<file path="src/rtl/cpu_types_pkg.sv">
// Shared types and sizing constants for the reorder buffer.
//   ROB_DEPTH   - number of ROB entries (power of two)
//   ROB_TAG_W   - ROB tag width, log2(ROB_DEPTH)
//   PREG_W      - physical register index width
//   rob_entry_t - per-entry bookkeeping held by the ROB
package cpu_types_pkg;

    localparam int unsigned ROB_DEPTH = 64;
    localparam int unsigned ROB_TAG_W = $clog2(ROB_DEPTH);
    localparam int unsigned PREG_W    = 6;

    typedef struct packed {
        logic              valid;
        logic              done;
        logic              rd_used;
        logic [PREG_W-1:0] old_p;
        logic              is_branch;
        logic              mispredict;
    } rob_entry_t;

endpackage

</file>
<file path="src/rtl/reorder_buffer.sv">
// Reorder buffer: allocates one tag per renamed instruction, records completions
// from the CDB and retires the head entry in order, returning the old physical
// destination to the free list. A retiring mispredicted branch flushes the ROB.
//
// Ports:
//   clk, rst                 clock, synchronous active-high reset
//   alloc_valid_i/ready_o    allocation handshake from Rename
//   alloc_tag_o              tag for the allocating instruction (current tail)
//   alloc_rd_used_i          instruction writes an architectural register
//   alloc_rd_old_p_i         previous physical mapping of rd
//   alloc_is_branch_i        instruction is a branch
//   complete_valid_i/tag_i   completion broadcast
//   complete_mispredict_i    completing branch was mispredicted
//   commit_valid_o/tag_o     head instruction retires this cycle
//   commit_free_valid_o      commit_free_preg_o returns to the free list
//   commit_free_preg_o       old physical register being freed
//   recover_o                flush pulse to Rename and Dispatch
//   count_o                  current occupancy
module reorder_buffer #(
    parameter int unsigned ROB_DEPTH = cpu_types_pkg::ROB_DEPTH,
    parameter int unsigned TAG_W     = cpu_types_pkg::ROB_TAG_W,
    parameter int unsigned PREG_W    = cpu_types_pkg::PREG_W
) (
    input  logic              clk,
    input  logic              rst,
    input  logic              alloc_valid_i,
    output logic              alloc_ready_o,
    output logic [TAG_W-1:0]  alloc_tag_o,
    input  logic              alloc_rd_used_i,
    input  logic [PREG_W-1:0] alloc_rd_old_p_i,
    input  logic              alloc_is_branch_i,
    input  logic              complete_valid_i,
    input  logic [TAG_W-1:0]  complete_tag_i,
    input  logic              complete_mispredict_i,
    output logic              commit_valid_o,
    output logic [TAG_W-1:0]  commit_tag_o,
    output logic              commit_free_valid_o,
    output logic [PREG_W-1:0] commit_free_preg_o,
    output logic              recover_o,
    output logic [TAG_W:0]    count_o
);

    import cpu_types_pkg::rob_entry_t;

    localparam logic [TAG_W:0] FULL_COUNT = (TAG_W+1)'(ROB_DEPTH);

    rob_entry_t       rob_q [ROB_DEPTH];
    logic [TAG_W-1:0] head_q;
    logic [TAG_W-1:0] tail_q;
    logic [TAG_W:0]   count_q;

    logic commit_valid;
    logic recover;
    logic alloc_ready;
    logic alloc_fire;
    logic complete_fire;

    // Everything here depends on registered state except the fire terms, which
    // only feed the state update.
    always_comb begin
        commit_valid  = rob_q[head_q].valid && rob_q[head_q].done;
        recover       = commit_valid && rob_q[head_q].mispredict;
        alloc_ready   = (count_q != FULL_COUNT) && !recover;
        alloc_fire    = alloc_valid_i && alloc_ready;
        // An entry allocated this cycle is not valid yet, so a same-cycle
        // completion to it falls out here naturally.
        complete_fire = complete_valid_i && !recover && rob_q[complete_tag_i].valid;
    end

    // Outputs are forced to their idle values while rst is held so a reset
    // arriving mid-operation never leaks a commit or free pulse.
    always_comb begin
        alloc_ready_o       = rst || alloc_ready;
        alloc_tag_o         = rst ? '0 : tail_q;
        commit_valid_o      = !rst && commit_valid;
        commit_tag_o        = rst ? '0 : head_q;
        commit_free_valid_o = !rst && commit_valid && rob_q[head_q].rd_used;
        commit_free_preg_o  = commit_free_valid_o ? rob_q[head_q].old_p : '0;
        recover_o           = !rst && recover;
        count_o             = rst ? '0 : count_q;
    end

    always_ff @(posedge clk) begin
        if (rst || recover) begin
            // A retiring mispredict discards every younger entry at once.
            for (int i = 0; i < int'(ROB_DEPTH); i++) begin
                rob_q[i] <= '0;
            end
            head_q  <= '0;
            tail_q  <= '0;
            count_q <= '0;
        end else begin
            if (complete_fire) begin
                rob_q[complete_tag_i].done       <= 1'b1;
                rob_q[complete_tag_i].mispredict <= complete_mispredict_i &&
                                                    rob_q[complete_tag_i].is_branch;
            end
            if (commit_valid) begin
                rob_q[head_q].valid <= 1'b0;
                head_q              <= head_q + TAG_W'(1);
            end
            // head != tail whenever both fire (count is neither 0 nor full).
            if (alloc_fire) begin
                rob_q[tail_q] <= '{valid:      1'b1,
                                   done:       1'b0,
                                   rd_used:    alloc_rd_used_i,
                                   old_p:      alloc_rd_old_p_i,
                                   is_branch:  alloc_is_branch_i,
                                   mispredict: 1'b0};
                tail_q        <= tail_q + TAG_W'(1);
            end
            count_q <= count_q + (TAG_W+1)'(alloc_fire) - (TAG_W+1)'(commit_valid);
        end
    end

endmodule

</file>
<file path="config.mk">
export PLATFORM = sky130hd
export DESIGN_NAME = reorder_buffer
export DESIGN_NICKNAME = d
export VERILOG_FILES = /design/src/rtl/cpu_types_pkg.sv /design/src/rtl/reorder_buffer.sv
export SDC_FILE = /design/constraint.sdc
export NUM_CORES = 1
export LEC_CHECK = 0
export CELL_PAD_IN_SITES_DETAIL_PLACEMENT = 0
export CELL_PAD_IN_SITES_GLOBAL_PLACEMENT = 1
export CORE_ASPECT_RATIO = 1.5
export CORE_UTILIZATION = 30
export CTS_CLUSTER_SIZE = 20
export DETAILED_ROUTE_END_ITERATION = 6
export GPL_TIMING_DRIVEN = 0
export PLACE_DENSITY = 0.53
export SLEW_MARGIN = 40
export SYNTH_ARGS = -nofsm -noshare
export SYNTH_HDL_FRONTEND = slang
export SYNTH_SLANG_ARGS = --single-unit
</file>
<file path="constraint.sdc">
create_clock -name clk -period 6.3 [get_ports clk]
set_input_delay 1.89 -clock clk [delete_from_list [all_inputs] [get_ports clk]]
set_output_delay 1.89 -clock clk [all_outputs]
set_load 0.005 [all_outputs]
</file>
Word-level counts from Yosys, hierarchy flattened

Memory sizes are Yosys's and may differ from the RTL's. A register that Yosys moved wholly into a read port is not among the register bits.
Index checks and enable logic that the tools add are counted.
Widths: inputs -> output; s select.

Bits of input ports: 19
Logic and storage cells: 52
Memories: 1
Bits in registers: 19
Memory bits (writable): 704

Add/subtract/negate cells: 4
Reductions and logical operators: 17
Eq/ne operators: 1
Muxes and demuxes: 26

Memory list:

| memory | depth | bits a word | read ports | clocked after memory_dff | wr ports | RTL line             | source |
|---|---|---|---|---|---|---|---|
| rob_q  | 64    | 11          | 2          | 1                        | 64       | reorder_buffer.sv:47 | `rob_entry_t rob_q [ROB_DEPTH];` |

Operators with widths:

| cell                | count |
|---|---|
| $mux 6              | 8 |
| $mux 11             | 3 |
| $reduce_or 11->1    | 3 |
| $add 6x1->6 const B | 2 |
| $mux 1              | 12 |
| $logic_and 1x1->1   | 10 |
| $add 7x1->7         | 1 |
| $mux 7              | 1 |
| $ne 7x7->1 const B  | 1 |
| $sub 7x1->7         | 1 |
| $mux 2              | 2 |
| $logic_not 1->1     | 2 |
| $logic_or 1x1->1    | 2 |

Logic depth before layout (Yosys ltp)

Gate-level depths: netlist of the first run.

Word-level depth: 10
Depth in mapped cells: 26

Least setup slack after synthesis of the first run

OpenSTA, ideal clock, no wires.

Path kind: register to output
From: reg with a tool-made name
To: out commit_free_preg_o[0]
Buffers on the path: 5
Data arrival time: 3118 ps
Data required time: 4410 ps
Cell stages (with the launch flop): 10
Setup slack: 1292 ps
Cell sequence: dfxtp_1 > buf_2 > buf_2 > buf_2 > buf_1 > clkbuf_1 > mux4_2 > mux4_2 > mux4_2 > and3_1

RTL lines:

| element       | RTL line             | source |
|---|---|---|
| end, declared | reorder_buffer.sv:38 | `output logic [PREG_W-1:0] commit_free_preg_o,` |

==> summary.md, run 1 <==
## Drt
- 2501 — number of design-rule violations left by the first detailed-router iteration
- 6 — First-pass DRT Iterations
- 5.66 — DR vias/cell
- 0 — residual DRC count
- 25800 — total number of vias
- 0 — final antenna-violating net count
- 36.7 um — average routed wire per standard cell
- 167 mm — detailed-route wire length

## Synthesis
- 729 — synthesis-stage register bit count
- 512 — number of enable flip-flop cells after synthesis
- 12.9 um2 — syn_area_per_cell
- sky130_fd_sc_hd__edfxtp_1 — post-synth top area cell
- sky130_fd_sc_hd__edfxtp_1 — top_reg_cell synth
- 0 — Yosys Warn Count
- 0.435 — share of Yosys cell area claimed by the top area cell type
- 0 — ys async rst share
- 0.558 — sequential share of the synthesized area
- 2763 — net count of the mapped netlist
- sky130_fd_sc_hd__and2_1, sky130_fd_sc_hd__edfxtp_1, sky130_fd_sc_hd__dfxtp_1, sky130_fd_sc_hd__mux4_2, sky130_fd_sc_hd__clkbuf_1 — leading post-synthesis cells by instance count
- sky130_fd_sc_hd__edfxtp_1, sky130_fd_sc_hd__dfxtp_1, sky130_fd_sc_hd__mux4_2 — most area-consuming cells after synthesis
- 0.0354 mm2 — post-synthesis instance area
- 77 — number of distinct standard cells referenced by the synthesized netlist
- 2732 — count of mapped cells out of synthesis

## STA
- 0.0317 ns — Post-Route Skew
- 0.338 — max_slew headroom
- 0.996 — crit share post-route
- 0 ns — aggregate negative setup slack
- 6.28 ns — Final Critical Period
- 0 — max-slew violation total from the final report
- 0.993 ns — worst slew pin tran
- 0 — final hold vios
- 159 MHz — maximum clock frequency
- 0.445 ns — smallest hold slack
- 0 — total of endpoints with negative setup slack in the final report

## Clock tree
- yes — clock tree from TritonCTS
- 729 — Sink Count
- 0.70 ns — insertion delay to the later sink of the worst-skew pair
- 3 — maximum number of buffers from clock root to sink
- 0.06 ns — clock-pin transition on the worst setup and hold timing paths
- sky130_fd_sc_hd__clkbuf_16 — root buffer selected by CTS
- 77 — number of buffers created by CTS
- 3 — number of levels the H-tree was split into

## Place
- 4387 — number of cells in the design after placement
- 129 mm — total half-perimeter wirelength after legalization and detailed placement
- 0.0390 mm2 — placed cell areas
- 1.01 — final RePlAce weighted congestion
- 37 — port bufs

## Critical path
- 4.41 ns — critical path data required time
- register — type of origin of the critical path
- reg2out — critical path start-end classification
- output pin — sort of element at the end of the critical path
- 10 — Worst Path Max Fanout
- 4.39 ns — critical path data arrival time

## Final layout
- 0.0422 mm2 — design area
- 19.4% — Syn-to-layout area delta
- 0.249 — fraction of layout cells with a size suffix above 1
- 4549 — number of non-filler instances in the completed layout
- 2961 — number of nets in the finished design
- 11400 — Filler cells

## Global route
- 224 mm — wire length of the first global-routing pass
- 11 — number of antenna violations at the first check in global routing
- 15 — pin count of the biggest net entering global routing
- 0.280 — overall routing resource usage
- 0 — global route total overflow
- 26300 — via count of the first global-routing pass

## Die
- 0.304 — Starting Density
- 0.116 mm2 — Core Region
- 48 — I/O pin count
- 0.119 mm2 — overall die area
- 423 um — vertical die dimension
- 153 — cell row count
- 282 um — Chip Width

## Hold path
- reg2reg — worst min path class

## Job
- 0 — number of violations of the max-capacitance limit

## Power
- 268 mW/mm2 — total power per unit cell area
- 0.153 mV — peak supply drop
- 0.0139 uW — Pleak

## Run status
- finished, final reports clean — status

[path summary, 6_finish.rpt]
check / from / to / slack [ns] / depth (start not counted)
worst max register to register: register / count_q[6]$_SDFF_PP0_ / 0.63 / 25
worst max-delay path: register / commit_free_preg_o[3] / 0.02 / 8
worst min-delay path: rob_q[22][9]$_SDFF_PP0_ / rob_q[22][9]$_SDFF_PP0_ / 0.45 / 2
worst min register to register: rob_q[22][9]$_SDFF_PP0_ / rob_q[22][9]$_SDFF_PP0_ / 0.45 / 2
[report_power, final]
group	switching [uW]	leakage [uW]	internal (uW)
combinational	696	0.00573	301
clock	2140	0.00130	2850
sequential	56.9	0.00687	5280
[metal layers]
metal	vias up	wire length, um	global-route usage
li1	10800	-	-
met1	13200	55800	0.290
met2	1279	85700	0.498
met3	513	9670	0.0457
met4	4	15800	0.219
met5	-	79	0
[repair_timing]
| action | CTS | global route |
|---|---|---|
| hold buffers | 0 | 0 |
| pin swaps | 2 | 2 |
| setup endpoints to repair | 12 | 39 |
| resized for setup | 99 | 15 |
| setup buffers | 5 | 4 |
| cloned | 0 | 1 |
| hold endpoints to repair | 0 | 0 |
[final cells by class]
type,instances,area [um2],area share
multi-input cells,1714,15000,0.355
flip-flops and latches,729,19700,0.467
plain buffers,253,1500,0.0355
repair buffers,119,1240,0.0293
diodes,5,12.5,0.000296
clock buffers,91,2020,0.0478
well taps,1550,1940,0.0459
inverters,36,148,0.00349
clock inverters,52,662,0.0157
[registers in the layout, summed over array words and instances, names as in the netlist, named ones only]
name and cells:
rob_q 704, head_q 6, count_q 7, tail_q 6
[worst max-delay path, cell delays in order (launching register included)]
cell	delay [ns]
sky130_fd_sc_hd__dfxtp_2	0.52
sky130_fd_sc_hd__buf_4	0.31
sky130_fd_sc_hd__buf_4	0.33
sky130_fd_sc_hd__clkbuf_2	0.46
sky130_fd_sc_hd__clkbuf_4	0.39
sky130_fd_sc_hd__mux4_2	0.45
sky130_fd_sc_hd__mux4_2	0.53
sky130_fd_sc_hd__and3_1	0.21
sky130_fd_sc_hd__clkdlybuf4s50_1	0.44
[logic make-up after synthesis]
group / Yosys count / synth area share
simple gates: 1037 / 0.189
flops: 729 / 0.558
compound gates: 428 / 0.0863
buf+inv: 289 / 0.0349
mux: 222 / 0.124
xor+xnor: 15 / 0.00371
fa+ha+maj: 12 / 0.00446
[per-stage QoR]
stage	power [uW]	setup slack, ns	utilization
2_1_floorplan	5910	1.29	-
3_3_place_gp	6340	-1.45	0.324
3_5_place_dp	6430	-1.06	0.335
4_1_cts	11400	0.00150	0.361
5_1_grt	11600	-0.00933	0.363
6_report	11300	0.0239	0.363
[placed cells by master, fill, tap and decap left out, types with 37 or more instances in the layout]
cell type	Yosys	layout
sky130_fd_sc_hd__nor3_4	58	64
sky130_fd_sc_hd__clkbuf_1	170	129
sky130_fd_sc_hd__buf_4	3	42
sky130_fd_sc_hd__edfxtp_1	512	512
sky130_fd_sc_hd__nand2_1	78	77
sky130_fd_sc_hd__a21oi_1	92	92
sky130_fd_sc_hd__and2_1	512	512
sky130_fd_sc_hd__a31o_1	55	55
sky130_fd_sc_hd__clkbuf_2	0	45
sky130_fd_sc_hd__o311ai_0	39	39
sky130_fd_sc_hd__clkdlybuf4s50_1	0	37
sky130_fd_sc_hd__nand3_1	69	67
sky130_fd_sc_hd__dfxtp_1	217	213
sky130_fd_sc_hd__buf_6	0	44
sky130_fd_sc_hd__mux4_2	172	172
sky130_fd_sc_hd__o21ba_2	47	47
sky130_fd_sc_hd__o21ai_2	0	41
sky130_fd_sc_hd__clkbuf_16	0	78
sky130_fd_sc_hd__nor2_1	61	55
sky130_fd_sc_hd__nand4_1	82	82
Note: power is estimated with default switching activity, not from simulation.
==> inputs of run 2 (changes only) <==
--- a/config.mk
+++ b/config.mk
@@ -13,7 +13,7 @@
 export DETAILED_ROUTE_END_ITERATION = 6
 export GPL_TIMING_DRIVEN = 0
 export PLACE_DENSITY = 0.53
-export SLEW_MARGIN = 40
+export SLEW_MARGIN = 30
 export SYNTH_ARGS = -nofsm -noshare
 export SYNTH_HDL_FRONTEND = slang
 export SYNTH_SLANG_ARGS = --single-unit
==> run 2 against run 1 <==
  * The flow now finishes with violations (negative setup slack)
  * Final cell count is 0.24% lower
  * Count of clock-buffer cells in the layout is 1 lower
  * Global-route usage hardly changed
  * Worst setup slack worse by 0.074 ns
  * Critical path type is now in2out
  * Critical endpoint is now commit_tag_o[0]
==> summary.md, run 2 (same netlist as run 1, synthesis figures left out) <==
## Place
- 0.0388 mm2 — placed cell areas
- 128 mm — total half-perimeter wirelength after legalization and detailed placement
- 37 — port bufs
- 1.01 — final RePlAce weighted congestion

## STA
- 6.35 ns — Final Critical Period
- 0.270 — max_slew headroom
- 157 MHz — maximum clock frequency
- yes — RSZ-0062 raised after global routing
- 0 — max-slew violation total from the final report
- 1.09 ns — worst slew pin tran
- 1.01 — crit share post-route
- 0 — final hold vios
- 1 — total of endpoints with negative setup slack in the final report
- -0.0501 ns — aggregate negative setup slack
- 0.446 ns — smallest hold slack
- 0.0281 ns — Post-Route Skew
- -0.0501 ns — fin worst setup slack

## Global route
- 0.280 — overall routing resource usage
- 17 — pin count of the biggest net entering global routing
- 224 mm — wire length of the first global-routing pass
- 0 — global route total overflow
- 11 — number of antenna violations at the first check in global routing
- 26200 — via count of the first global-routing pass

## Drt
- 36.7 um — average routed wire per standard cell
- 5.66 — DR vias/cell
- 25700 — total number of vias
- 0 — final antenna-violating net count
- 166 mm — detailed-route wire length
- 2537 — number of design-rule violations left by the first detailed-router iteration
- 0 — residual DRC count
- 5 — First-pass DRT Iterations

## Clock tree
- 729 — Sink Count
- 0.69 ns — insertion delay to the later sink of the worst-skew pair
- 0.06 ns — clock-pin transition on the worst setup and hold timing paths
- 3 — maximum number of buffers from clock root to sink
- sky130_fd_sc_hd__clkbuf_16 — root buffer selected by CTS
- 76 — number of buffers created by CTS
- 0 — hold-fix buffer count after cts
- yes — clock tree from TritonCTS
- 3 — number of levels the H-tree was split into

## Critical path
- 10 — Worst Path Max Fanout
- 0.72 ns — Slowest Stage Delay on Critical Path
- buffers and inverters — cell family with most CP delay
- sky130_fd_sc_hd__clkbuf_1 — slowest stage cell, crit path
- 4.46 ns — critical path data arrival time
- 4 — worst path bufs/invs
- input port — type of origin of the critical path
- 4.41 ns — critical path data required time
- sky130_fd_sc_hd__clkbuf_1 — CP dominant cell by count
- in2out — critical path start-end classification
- clkbuf_1, nor2b_1, clkbuf_1, clkbuf_2, clkdlybuf4s50_1 — series of cell instances along the critical path
- output pin — sort of element at the end of the critical path

## Die
- 0.116 mm2 — Core Region
- 282 um — Chip Width
- 153 — cell row count
- 48 — I/O pin count
- 423 um — vertical die dimension
- 0.304 — Starting Density
- 0.119 mm2 — overall die area

## Final layout
- 18.4% — Syn-to-layout area delta
- rob_q — register with the most flip-flops
- rob_q x704, count_q x7 — Top Registers
- 0.233 — fraction of layout cells with a size suffix above 1
- 0.0419 mm2 — design area
- sky130_fd_sc_hd__and2_1, sky130_fd_sc_hd__edfxtp_1, sky130_fd_sc_hd__dfxtp_1 — top library cells by usage in the layout, fill and taps aside
- 704 — Largest register FFs
- 2949 — number of nets in the finished design

## Power
- 0.435 — fraction of power consumed by the clock network
- 0.256 — sw frac
- 0.476 — Sequential Power Share
- 8340 uW — Internal Pwr Total
- 0.089 — combinational share of power
- 0.0137 uW — Pleak
- 11200 uW — Final Power
- 0.151 mV — peak supply drop
- 2870 uW — Psw
- 268 mW/mm2 — total power per unit cell area

## Job
- 0 — number of violations of the max-capacitance limit

## Run status
- complete, but fails checks — status
- negative setup slack — violations in the final reports

## Hold path
- reg2reg — worst min path class

run 2: changes by cell type in the layout (fill, tap and decap cells not counted), sizes merged:
cell | before | now
bufinv | 13 | 11
clkinvlp | 8 | 5
clkdlybuf4s50 | 37 | 36
clkinv | 27 | 28
diode | 5 | 10
buf | 163 | 153
clkbuf | 263 | 261
dlymetal6s2s | 0 | 1
run 2: layout make-up:
cell class	instances	area, um2
multi-input combinational	1714	14800
timing repair buffer	108	1160
fill	11400	74500
tap	1550	1940
buffer	253	1440
inverter	36	145
clock inverter	48	598
clock buffer	90	2010
sequential	729	19700
antenna	10	25.0
run 2: worst paths after layout:
path | start | slack (ns) | endpoint | depth (start not counted)
setup / recovery | rst | -0.05 | commit_tag_o[0] | 5
hold / removal | rob_q[4][9]$_SDFF_PP0_ | 0.45 | rob_q[4][9]$_SDFF_PP0_ | 2
setup reg to reg | register | 0.56 | count_q[6]$_SDFF_PP0_ | 25
hold reg to reg | rob_q[4][9]$_SDFF_PP0_ | 0.45 | rob_q[4][9]$_SDFF_PP0_ | 2
run 2: tightest hold or removal path: cells and delay by family, from the launching register on:
family | cells | cell delay, ns
AO/OA/AOI/OAI | 1 | 0.05
buffers and inverters | 1 | 0.04
flip-flops | 1 | 0.31
run 2: power by group through the flow:
stage	registers [uW]	logic, uW	clock network, uW
2_1_floorplan	5420	487	0
3_3_place_gp	5440	901	0
3_5_place_dp	5440	977	0
4_1_cts	5340	981	4910
5_1_grt	5350	1020	5070
6_report	5340	996	4870
run 2: stage by stage:
step / cells / setup WS, ns / util
2_1_floorplan: 2732 / 1.29 / -
3_3_place_gp: 4319 / -1.45 / 0.324
3_5_place_dp: 4380 / -1.28 / 0.333
4_1_cts: 4524 / 0.00120 / 0.359
5_1_grt: 4528 / -0.0482 / 0.360
6_report: 4538 / -0.0501 / 0.360
run 2: layer usage:
layer  GRT usage  vias to the layer above  routed length, um
li1            -                    10700                  -
met1       0.291                    13300              56200
met2       0.490                     1230              85100
met3      0.0448                      472               9060
met4       0.236                        2              16100
met5           0                        -                 11
run 2: what timing repair did:
item                                    in CTS  in global routing
endpoints found under the setup margin      42                 22
setup buffers                                6                  4
gates resized for setup                    119                 13
cloned                                       0                  0
pin swaps                                    0                  2
==> inputs of run 3 (changes only) <==
--- a/config.mk
+++ b/config.mk
@@ -8,12 +8,13 @@
 export CELL_PAD_IN_SITES_DETAIL_PLACEMENT = 0
 export CELL_PAD_IN_SITES_GLOBAL_PLACEMENT = 1
 export CORE_ASPECT_RATIO = 1.5
+export CORE_MARGIN = 2
 export CORE_UTILIZATION = 30
 export CTS_CLUSTER_SIZE = 20
 export DETAILED_ROUTE_END_ITERATION = 6
 export GPL_TIMING_DRIVEN = 0
 export PLACE_DENSITY = 0.53
-export SLEW_MARGIN = 30
+export SLEW_MARGIN = 20
 export SYNTH_ARGS = -nofsm -noshare
 export SYNTH_HDL_FRONTEND = slang
 export SYNTH_SLANG_ARGS = --single-unit
==> run 3 against run 2 <==
  * The flow still finishes with violations (negative setup slack)
  * Sequential share of layout area is 0.15 points higher
  * Non-clock buffer count shrank 10
  * Count of clock-buffer cells in the layout up 5
  * Clock power hardly changed
  * Routed wire length up 0.84%
  * Final cell count about the same
  * Total power down 0.47%
  * Global-route usage shrank 0.40 points
  * Worst setup slack lost 0.092 ns
  * Via count shrank 0.44%
  * Register-to-register slack got worse by 0.27 ns
  * Largest power group unchanged
==> summary.md, run 3 (same netlist as run 1, synthesis figures left out) <==
## STA
- 1.23 ns — worst slew pin tran
- 0 — max-slew violation total from the final report
- 0 — final hold vios
- 6.44 ns — Final Critical Period
- 0.0340 ns — Post-Route Skew
- -0.142 ns — fin worst setup slack
- no — RSZ-0062 raised after global routing
- 155 MHz — maximum clock frequency
- 0.178 — max_slew headroom
- 6 — total of endpoints with negative setup slack in the final report
- 0.448 ns — smallest hold slack
- 1.02 — crit share post-route

## Place
- -1.49 ns — Place WS
- 0.0386 mm2 — placed cell areas
- 1.02 — final RePlAce weighted congestion
- 37 — port bufs
- 130 mm — total half-perimeter wirelength after legalization and detailed placement

## Drt
- 0 — residual DRC count
- 2518 — number of design-rule violations left by the first detailed-router iteration
- 5.63 — DR vias/cell
- 168 mm — detailed-route wire length
- 0 — final antenna-violating net count
- 37.0 um — average routed wire per standard cell
- 25600 — total number of vias
- 6 — First-pass DRT Iterations

## Die
- 154 — cell row count
- 0.117 mm2 — Core Region
- 425 um — vertical die dimension
- 0.121 mm2 — overall die area
- 0.302 — Starting Density
- 48 — I/O pin count
- 284 um — Chip Width

## Critical path
- 0.29 ns — R2R Setup Slk
- input port — type of origin of the critical path
- register — sort of element at the end of the critical path
- 10 — Worst Path Max Fanout
- 6.88 ns — critical path data required time
- in2reg — critical path start-end classification
- 7.02 ns — critical path data arrival time

## Global route
- 0 — global route total overflow
- met2 — Top Usage Layer GRT
- 0.276 — overall routing resource usage
- 26400 — via count of the first global-routing pass
- 226 mm — wire length of the first global-routing pass
- 0.285 — met1 GRT Util
- 12 — number of antenna violations at the first check in global routing
- 0.0393 — met3 layer usage reported by global route
- 15 — pin count of the biggest net entering global routing
- 0.504 — met2 routing resource usage after global routing

## Clock tree
- 3 — number of levels the H-tree was split into
- 3 — maximum number of buffers from clock root to sink
- 0.06 ns — clock-pin transition on the worst setup and hold timing paths
- 78 — number of buffers created by CTS
- 0.70 ns — insertion delay to the later sink of the worst-skew pair
- 729 — Sink Count
- yes — clock tree from TritonCTS
- sky130_fd_sc_hd__clkbuf_16 — root buffer selected by CTS

## Final layout
- 0.356 — utilization of the core after routing
- 0.220 — fraction of layout cells with a size suffix above 1
- 0.0418 mm2 — design area
- 18.0% — Syn-to-layout area delta
- rob_q x704, count_q x7 — Top Registers
- 704 — Largest register FFs
- rob_q — register with the most flip-flops
- 2941 — number of nets in the finished design
- sky130_fd_sc_hd__and2_1, sky130_fd_sc_hd__edfxtp_1, sky130_fd_sc_hd__dfxtp_1 — top library cells by usage in the layout, fill and taps aside

## Run status
- complete, but fails checks — status
- negative setup slack — violations in the final reports

## Power
- 11200 uW — Final Power
- 267 mW/mm2 — total power per unit cell area
- 0.0136 uW — Pleak
- 0.166 mV — peak supply drop

## Hold path
- reg2reg — worst min path class

## Job
- 0 — number of violations of the max-capacitance limit

run 3: changes by cell type in the layout (fill, tap and decap cells not counted), moves of 5 or more:
cell                       change
sky130_fd_sc_hd__clkinv_1      +5
sky130_fd_sc_hd__o21ai_4       -7
sky130_fd_sc_hd__clkbuf_1     +14
sky130_fd_sc_hd__o21ai_1       +6
sky130_fd_sc_hd__clkbuf_2     -13
sky130_fd_sc_hd__buf_8        +11
sky130_fd_sc_hd__buf_6        -25
run 3: worst max-delay path, cell delays in order:
cell and delay (ns):
sky130_fd_sc_hd__clkdlybuf4s50_1 0.67, sky130_fd_sc_hd__buf_2 0.53, sky130_fd_sc_hd__buf_2 0.54, sky130_fd_sc_hd__inv_1 0.17, sky130_fd_sc_hd__clkbuf_1 0.39, sky130_fd_sc_hd__o221ai_1 0.18, sky130_fd_sc_hd__o21a_1 0.17, sky130_fd_sc_hd__o21ai_0 0.11
sky130_fd_sc_hd__nand4_1 0.32, sky130_fd_sc_hd__nand2b_1 0.15, sky130_fd_sc_hd__clkbuf_1 0.61, sky130_fd_sc_hd__clkbuf_1 0.79, sky130_fd_sc_hd__nor3_1 0.21, sky130_fd_sc_hd__o21ba_2 0.25
run 3: cell type report:
| class | count | area [um2] |
|---|---|---|
| Clock buffer | 95 | 2100 |
| Sequential cell | 729 | 19700 |
| Buffer | 253 | 1460 |
| Fill cell | 11500 | 75400 |
| Antenna cell | 9 | 22.5 |
| Multi-Input combinational cell | 1714 | 14700 |
| Tap cell | 1560 | 1950 |
| Inverter | 36 | 148 |
| Clock inverter | 46 | 475 |
| Timing Repair Buffer | 98 | 1120 |
run 3: final timing paths:
path / start / end / depth (start not counted)
setup / recovery: complete_tag_i[1] / rob_q[25][9]$_SDFF_PP0_ / 14
hold / removal: rob_q[4][9]$_SDFF_PP0_ / rob_q[4][9]$_SDFF_PP0_ / 2
setup reg to reg: register / count_q[6]$_SDFF_PP0_ / 25
hold reg to reg: rob_q[4][9]$_SDFF_PP0_ / rob_q[4][9]$_SDFF_PP0_ / 2
run 3: power breakdown:
part | internal [uW] | total, uW | switching [uW]
combinational | 291 | 973 | 682
clock | 2740 | 4840 | 2100
sequential | 5280 | 5340 | 58.1
total | 8320 | 11200 | 2840
run 3: through the flow:
step / setup TNS [ns] / cells
detailed placement: -73.13 / 4381
CTS: 0 / 4531
global route: 0 / 4531
finish: -0.303 / 4540
global placement: -345.48 / 4329
floorplan: 0 / 2732
run 3: timing repair:
item / in CTS / in global routing
hold buffers: 0 / 0
pin swaps: 1 / 3
setup endpoints to repair: 32 / 2
cloned: 2 / 0
gates resized for setup: 141 / 6
setup buffers: 7 / 0
run 3: layer usage:
layer | wire length, um | vias to the layer above
li1 | - | 10700
met1 | 57300 | 13300
met2 | 87800 | 1135
met3 | 8160 | 411
met4 | 14700 | 0
met5 | 0 | -
